--- src/rtl/gouram_datatypes.sv ---
// rtl/gouram_datatypes.sv - shared Gouram trace types and arbiter constants
package gouram_datatypes;

  localparam int TDATA_WIDTH = 32;
  localparam int TRACE_BEATS = 4;

  typedef struct packed {
    logic [31:0] instruction;
    logic [31:0] mem_addr;
    logic [31:0] mem_trans_time_start;
    logic [31:0] mem_trans_time_end;
  } trace_format;

  typedef enum logic {ARB_IDLE, ARB_SEND} arb_state_t;

endpackage

--- src/rtl/gouram_rr_grant.sv ---
// rtl/gouram_rr_grant.sv - combinational two-way grant for the trace arbiter
// GOURAM_ARB_FIXED_PRIO_EN: port 0 always wins ties instead of round-robin.
module gouram_rr_grant (
  input  logic req0_i,
  input  logic req1_i,
  input  logic last_grant_i,
  output logic grant_o,
  output logic any_grant_o
);

`ifdef GOURAM_ARB_FIXED_PRIO_EN
  logic unused_last_grant;
  assign unused_last_grant = last_grant_i;
`endif

  always_comb begin
    any_grant_o = req0_i | req1_i;
    grant_o     = req1_i & ~req0_i;
    if (req0_i && req1_i) begin
`ifdef GOURAM_ARB_FIXED_PRIO_EN
      grant_o = 1'b0;
`else
      grant_o = ~last_grant_i;
`endif
    end
  end

endmodule

--- src/rtl/gouram_trace_arbiter.sv ---
// rtl/gouram_trace_arbiter.sv - two-port trace record arbiter and 4-beat serializer
// GOURAM_ARB_FIXED_PRIO_EN selects fixed port-0 priority in gouram_rr_grant.
module gouram_trace_arbiter
  import gouram_datatypes::*;
#(
  parameter int NUM_BEATS = $bits(trace_format) / TDATA_WIDTH
) (
  input  logic                   clk,
  input  logic                   rst_n,
  input  logic                   in0_valid,
  output logic                   in0_ready,
  input  trace_format            in0_rec,
  input  logic                   in1_valid,
  output logic                   in1_ready,
  input  trace_format            in1_rec,
  output logic                   tvalid,
  input  logic                   tready,
  output logic [TDATA_WIDTH-1:0] tdata,
  output logic                   tlast,
  output logic                   tsrc,
  output logic [31:0]            rec_count
);

  localparam int BEAT_W = $clog2(NUM_BEATS);
  localparam logic [BEAT_W-1:0] LAST_BEAT = BEAT_W'(NUM_BEATS - 1);

  arb_state_t        state_q, state_d;
  logic [BEAT_W-1:0] beat_q, beat_d;
  trace_format       buf_q, buf_d;
  logic              tsrc_q, tsrc_d;
  logic              last_grant_q, last_grant_d;
  logic [31:0]       rec_count_q, rec_count_d;

  logic grant, any_grant;
  logic beat_done, can_load, load;

  gouram_rr_grant u_grant (
    .req0_i       (in0_valid),
    .req1_i       (in1_valid),
    .last_grant_i (last_grant_q),
    .grant_o      (grant),
    .any_grant_o  (any_grant)
  );

  // Loading on the cycle the last beat is accepted keeps the stream fully busy.
  always_comb begin
    beat_done = (state_q == ARB_SEND) && tready && (beat_q == LAST_BEAT);
    can_load  = (state_q == ARB_IDLE) || beat_done;
    load      = rst_n && can_load && any_grant;
    in0_ready = load && !grant;
    in1_ready = load && grant;
  end

  always_comb begin
    state_d      = state_q;
    beat_d       = beat_q;
    buf_d        = buf_q;
    tsrc_d       = tsrc_q;
    last_grant_d = last_grant_q;
    rec_count_d  = rec_count_q;
    if (state_q == ARB_SEND && tready) begin
      beat_d = beat_q + 1'b1;
      if (beat_q == LAST_BEAT) begin
        rec_count_d = rec_count_q + 32'd1;
        state_d     = ARB_IDLE;
      end
    end
    if (load) begin
      buf_d        = grant ? in1_rec : in0_rec;
      tsrc_d       = grant;
      last_grant_d = grant;
      beat_d       = '0;
      state_d      = ARB_SEND;
    end
  end

  always_ff @(posedge clk or negedge rst_n) begin
    if (!rst_n) begin
      state_q      <= ARB_IDLE;
      beat_q       <= '0;
      buf_q        <= '0;
      tsrc_q       <= 1'b0;
      last_grant_q <= 1'b1;
      rec_count_q  <= '0;
    end else begin
      state_q      <= state_d;
      beat_q       <= beat_d;
      buf_q        <= buf_d;
      tsrc_q       <= tsrc_d;
      last_grant_q <= last_grant_d;
      rec_count_q  <= rec_count_d;
    end
  end

  always_comb begin
    case (beat_q)
      BEAT_W'(0): tdata = buf_q.instruction;
      BEAT_W'(1): tdata = buf_q.mem_addr;
      BEAT_W'(2): tdata = buf_q.mem_trans_time_start;
      default:    tdata = buf_q.mem_trans_time_end;
    endcase
    tvalid    = (state_q == ARB_SEND);
    tlast     = tvalid && (beat_q == LAST_BEAT);
    tsrc      = tsrc_q;
    rec_count = rec_count_q;
  end

endmodule

--- config.mk ---
export PLATFORM = sky130hd
export DESIGN_NAME = gouram_trace_arbiter
export DESIGN_NICKNAME = d
export VERILOG_FILES = /design/src/rtl/gouram_datatypes.sv /design/src/rtl/gouram_rr_grant.sv /design/src/rtl/gouram_trace_arbiter.sv
export SDC_FILE = /design/constraint.sdc
export NUM_CORES = 1
export LEC_CHECK = 0
export ABC_CLOCK_PERIOD_IN_PS = 2600
export BUFFER_PORTS_ARGS = -buffer_cell sky130_fd_sc_hd__buf_2
export CAP_MARGIN = 10
export CORE_ASPECT_RATIO = 1.75
export CORE_MARGIN = 5
export CORE_UTILIZATION = 49
export CTS_BUF_LIST = sky130_fd_sc_hd__clkbuf_16
export CTS_CLUSTER_DIAMETER = 200
export DETAILED_ROUTE_END_ITERATION = 8
export PLACE_DENSITY = 0.78
export SLEW_MARGIN = 25
export SYNTH_ARGS = -nofsm -noshare
export SYNTH_HDL_FRONTEND = slang
export SYNTH_SLANG_ARGS = --single-unit
export TNS_END_PERCENT = 30
--- constraint.sdc ---
create_clock -name clk -period 2.6 [get_ports clk]
set_clock_uncertainty 0.2 [all_clocks]
set_input_delay 0.52 -clock clk [delete_from_list [all_inputs] [get_ports clk]]
set_output_delay 0.52 -clock clk [all_outputs]
set_load 0.01 [all_outputs]
### Yosys cells after proc, flatten, opt, wreduce, memory -nomap -nowiden

Index checks and enable logic that the tools add are counted.

| storage, ports and cells | value |
|---|---|
| register bits after elaboration | 165 |
| input bits | 261 |
| output and inout port bits | 69 |

| operators by class | value |
|---|---|
| add/sub/neg operators | 2 |
| equal/unequal tests | 3 |
| muxes and demuxes | 8 |
| bitwise operators | 5 |
| reductions and logical operators | 15 |

Operators with widths:

| operator | count |
|---|---|
| 2-to-1 mux 128 bit | 1 |
| one-hot mux 32 bit (3 select lines) | 1 |
| adder 32 x 1 -> 32 bit (second input constant) | 1 |
| logical AND 1 bit | 8 |
| == test 2 bit (second input constant) | 2 |
| 2-to-1 mux 1 bit | 4 |
| 2-to-1 mux 2 bit | 2 |
| AND reduction 2 bit | 2 |
| nonzero test 2 bit | 2 |
| NOT 1 bit | 3 |
| adder 2 x 1 -> 2 bit (second input constant) | 1 |
| == test 2 x 1 -> 1 bit (second input constant) | 1 |
| logical NOT 2 bit | 1 |
| bitwise AND 1 bit | 1 |
| logical NOT 1 bit | 1 |
| logical OR 1 bit | 1 |
| OR 1 bit | 1 |

### Depth between registers and ports, before layout

| logic depth | value |
|---|---|
| depth after elaboration | 7 |
| mapped depth | 8 |

### Hierarchy

From an unflattened synthesis, not the netlist that was laid out.

| unflattened totals | value |
|---|---|
| cell total of the unflattened synthesis | 822 |
| area total of the unflattened synthesis | 8466.9 sq um |

Modules (own cells, without submodules):

| module | times used | cells each | area an instance (sq um) | sequential area each (sq um) |
|---|---|---|---|---|
| gouram_trace_arbiter | 1 | 820 | 8453.1 | 4130.2 |
| gouram_rr_grant | 1 | 2 | 13.8 | 0.0 |

### Least setup slack after synthesis

OpenSTA, ideal clock, no wires.

| timing | value |
|---|---|
| path type | register to output |
| start point | register beat_q[0] |
| end point | output tdata[10] |
| arrival | 1.555 ns |
| path slack | 0.325 ns |
| stages on the path, launching flop included | 5 |
| cell sequence | dfrtp_1 > ha_1 > clkbuf_1 > clkbuf_1 > mux2i_1 |

| on the way | value |
|---|---|
| cells in the longest elaborated chain, start to end | 2 |

Ends and longest elaborated chain:

| item | line | RTL |
|---|---|---|
| start: declaration | gouram_trace_arbiter.sv:28 | `logic [BEAT_W-1:0] beat_q, beat_d;` |
| start signal: assignment | gouram_trace_arbiter.sv:87 | `beat_q <= beat_d;` |
| == test 2 bit, or another cell as far along | gouram_trace_arbiter.sv:96 | `case (beat_q)` |
| one-hot mux 32 bit (3 select lines) (*) | gouram_trace_arbiter.sv:96 |  |
| end: declaration | gouram_trace_arbiter.sv:18 | `output logic [TDATA_WIDTH-1:0] tdata,` |

Mark *: on every way between the ends. The rest lies on a longest branch, timed or not.

### Worst setup path in the final report

| timing | value |
|---|---|
| start point | register beat_q[0] |
| end point | output tdata[9] |

The elaborated chain is that of the path after synthesis.

==> metrics.md <==
| Metric | Value |
|---|---|
| Outcome | `finished, violations left` |
| Violated checks | `setup timing` |
| GRT overflow | `0` |
| Clock Latency Late Sink | `0.43 ns` |
| Place WS | `0.196 ns` |
| Worst Path Required | `1.88 ns` |
| Die Span Y | `~180 um` |
| Die area | `19500 sq um` |
| Final WL | `~27000 um` |
| Slew @ Worst Pin | `0.860 ns` |
| Largest net degree at the start of global routing | `166` |
| Sw Pwr | `3.85 mW` |
| Vias per inst | `5.86` |
| Initial antenna violation count | `6` |
| Fin worst setup slack | `-0.129 ns` |
| Worst hold-check path type | `in2async` |
| Reg clk slew, reported paths | `0.07 ns` |
| RSZ-0062 raised after global routing | `yes` |
| Yosys cell types | `34` |
| Net Sw Frac | `about a third` |
| Layout Cells excl Fill | `roughly 1300` |
| Syn_nets | `971` |
| DR vias | `between 7000 and 8000` |
| Die W | `108 um` |
| Cell chosen for the clock root | `clkbuf_16` |
| Gate Count Post-Synth | `704` |
| DRT Pass-1 Iters | `9` |
| Leak Pwr | `5.45 nW` |
| Startpoint Class | `register` |
| Clock buffer count from CTS | `17` |
| CTS Buffer Depth | `2` |
| Vias in the first global route | `7620` |
| CTS tree | `yes` |
| Core footprint | `16400 sq um` |
| Period Utilization, post-route | `105%` |
| Rows | `between 60 and 70` |
| Placed insts | `roughly 1200` |
| Share of the synthesized area in the top cell type | `roughly half` |
| Number of synthesized register bits | `165` |
| Tmin final | `2.73 ns` |
| Clk sinks | `165` |
| GPL Wtd Cong | `0.900` |
| Combinational fraction of design power | `a little under two fifths` |
| H-tree Lvls | `4` |
| CP Class | `reg2out` |
| Ports | `330` |
| HPWL after DPL | `19100 um` |
| DRC errors left | `0` |
| Final slew viol count | `0` |
| Syn_area_per_cell | `about 12 sq um` |
| Sequential share of power | `38.0%` |
| Power Density | `1030 nW/um^2` |
| I/O Buffers | `329` |
| Final setup vio count | `14` |
| First-pass GRT wire length | `41000 um` |
| Hold buffer count at CTS | `0` |
| Critical Path AT | `2.01 ns` |
| Fin. Hold Viols | `0` |
| Peak Freq | `0.366 GHz` |
| Routed length per placed instance | `21.3 um` |
| Top_reg_cell synth | `dfrtp_1` |
| Crit end category | `output pin` |
| Seq/Total Area, Yosys | `50.5%` |
| Initial drt markers | `about 630` |
| Async SR Flop Fraction | `between 90% and 100%` |
| P&R area growth vs syn | `33.1%` |
| Post-route setup TNS | `-0.684 ns` |
| Finished Core Util | `between 60 and 70%` |
| Mapped Area | `about 8000 sq um` |
| Cell-internal power | `between 7 and 8 mW` |
| Final #Nets | `roughly 1300` |
| Maximum fanout along the worst path | `14` |
| Starting Density | `49.8%` |
| Layout cell share with drive strength beyond 1 | `39.5%` |
| Clock power frac | `between 20% and 30%` |
| Antenna Violating Nets Remaining | `0` |
| Slew margin rel. | `42.7%` |
| Max VDD drop | `486 uV` |
| EDFF count, synth | `0` |
| Largest cells by area after synthesis | `dfrtp_1 (50%), a221o_1 (16%), and2_1 (10%)` |
| Yosys warning total | `0` |
| Max-cap violations | `0` |
| Filler instances | `1335` |
| Gr usage total | `about 27%` |
| Largest area contributor in the netlist | `dfrtp_1` |
[cell usage after synthesis (3+ instances only)]
| library cell | instances |
|---|---|
| and3_1 | 12 |
| nor3_1 | 3 |
| mux2i_1 | 32 |
| xnor2_1 | 18 |
| clkbuf_1 | 34 |
| buf_2 | 12 |
| dfrtp_1 | 164 |
| nand4_1 | 11 |
| nand3_1 | 15 |
| nor4_1 | 7 |
| buf_6 | 10 |
| a221o_1 | 128 |
| and4_1 | 5 |
| a222oi_1 | 32 |
| nand2_1 | 13 |
| and2_1 | 133 |
| inv_1 | 35 |
| xor2_1 | 14 |
| ha_1 | 6 |
[per-stage QoR]
stage	total power, mW	area (sq um)	hold WS [ns]
CTS	11.0	10800	0.0982
finish	11.2	10900	0.0863
floorplan	6.63	8180	0.0244
detailed placement	8.20	10000	0.265
global placement	8.10	10000	0.255
global route	11.8	10900	0.102
[final timing paths]
kind / startpoint / end / slack [ns] / depth (start not counted)
min in group clk: in1_rec[126] / buf_q[126] / 0.11 / 2
worst max register to register: beat_q[0] / buf_q[64] / 0.13 / 9
worst max-delay path: beat_q[0] / tdata[9] / -0.13 / 6
worst min register to register: rec_count[31] / rec_count[31] / 0.27 / 1
max in group asynchronous: rst_n / beat_q[0] / 1.49 / 2
worst min-delay path: rst_n / rec_count[24] / 0.09 / 2
[critical path: stages, from the launching register on]
cell and delay (ns):
dfrtp_2 0.42, inv_2 0.06, ha_2 0.20, buf_8 0.15, a222oi_1 0.46, mux2i_1 0.13
buf_2 0.16
[final cells by class]
cell class	instances	area [sq um]	area share [%]
sequential	165	4130	37.9
multi-input combinational	447	3690	33.9
clock inverter	15	189	1.74
clock buffer	17	425	3.91
inverter	35	131	1.21
tap	224	280	2.57
antenna	5	12.5	0.115
timing repair buffer	358	2020	18.6
[sequential cells by signal, indices dropped and copies added (netlist names)]
name,flops
tvalid,1
rec_count,32
buf_q,128
last_grant_q,1
beat_q,2
tsrc,1
[power by group through the flow]
stage                     logic (mW)  registers, mW  clock network, mW
after global routing            4.64           4.35               2.82
final                           4.29           4.25               2.65
after global placement          3.86           4.24                  0
after detailed placement        3.96           4.24                  0
after CTS                       4.12           4.23               2.70
after floorplan                 2.61           4.02                  0
[cell usage in the layout (no fill, tap or decap), drive strengths merged, types with 14 or more instances in the layout]
cell    count
buf       357
dfrtp     164
and2      133
a221o     128
inv        43
a222oi     32
mux2i      32
xnor2      18
clkbuf     18
nand3      15
xor2       14
[kinds of logic (layout without fill, tap and decap cells)]
group	after synthesis	after routing	synth area share, %
multiplexers	33	33	4.05
XOR/XNOR	32	32	3.42
buffers and inverters	93	425	5.37
flip-flops	165	165	50.5
AND/OR/NAND/NOR	210	211	15.7
other	0	5	0
adder cells (fa/ha/maj)	6	6	0.917
AO/OA/AOI/OAI	165	165	20.0
[timing repair]
action	CTS	global route
setup buffers	7	3
endpoints found under the setup margin	33	34
resized for setup	18	13
cloned	1	1
pin swaps	13	16
[per-layer routing]
layer,GRT usage (%),routed length (um),vias up
met3,6.00,2190,73
met2,44.3,13800,411
li1,-,-,3352
met4,12.8,1090,2
met5,0,13,-
met1,33.6,9930,3581
No activity file was read; power rests on OpenSTA's default activity.
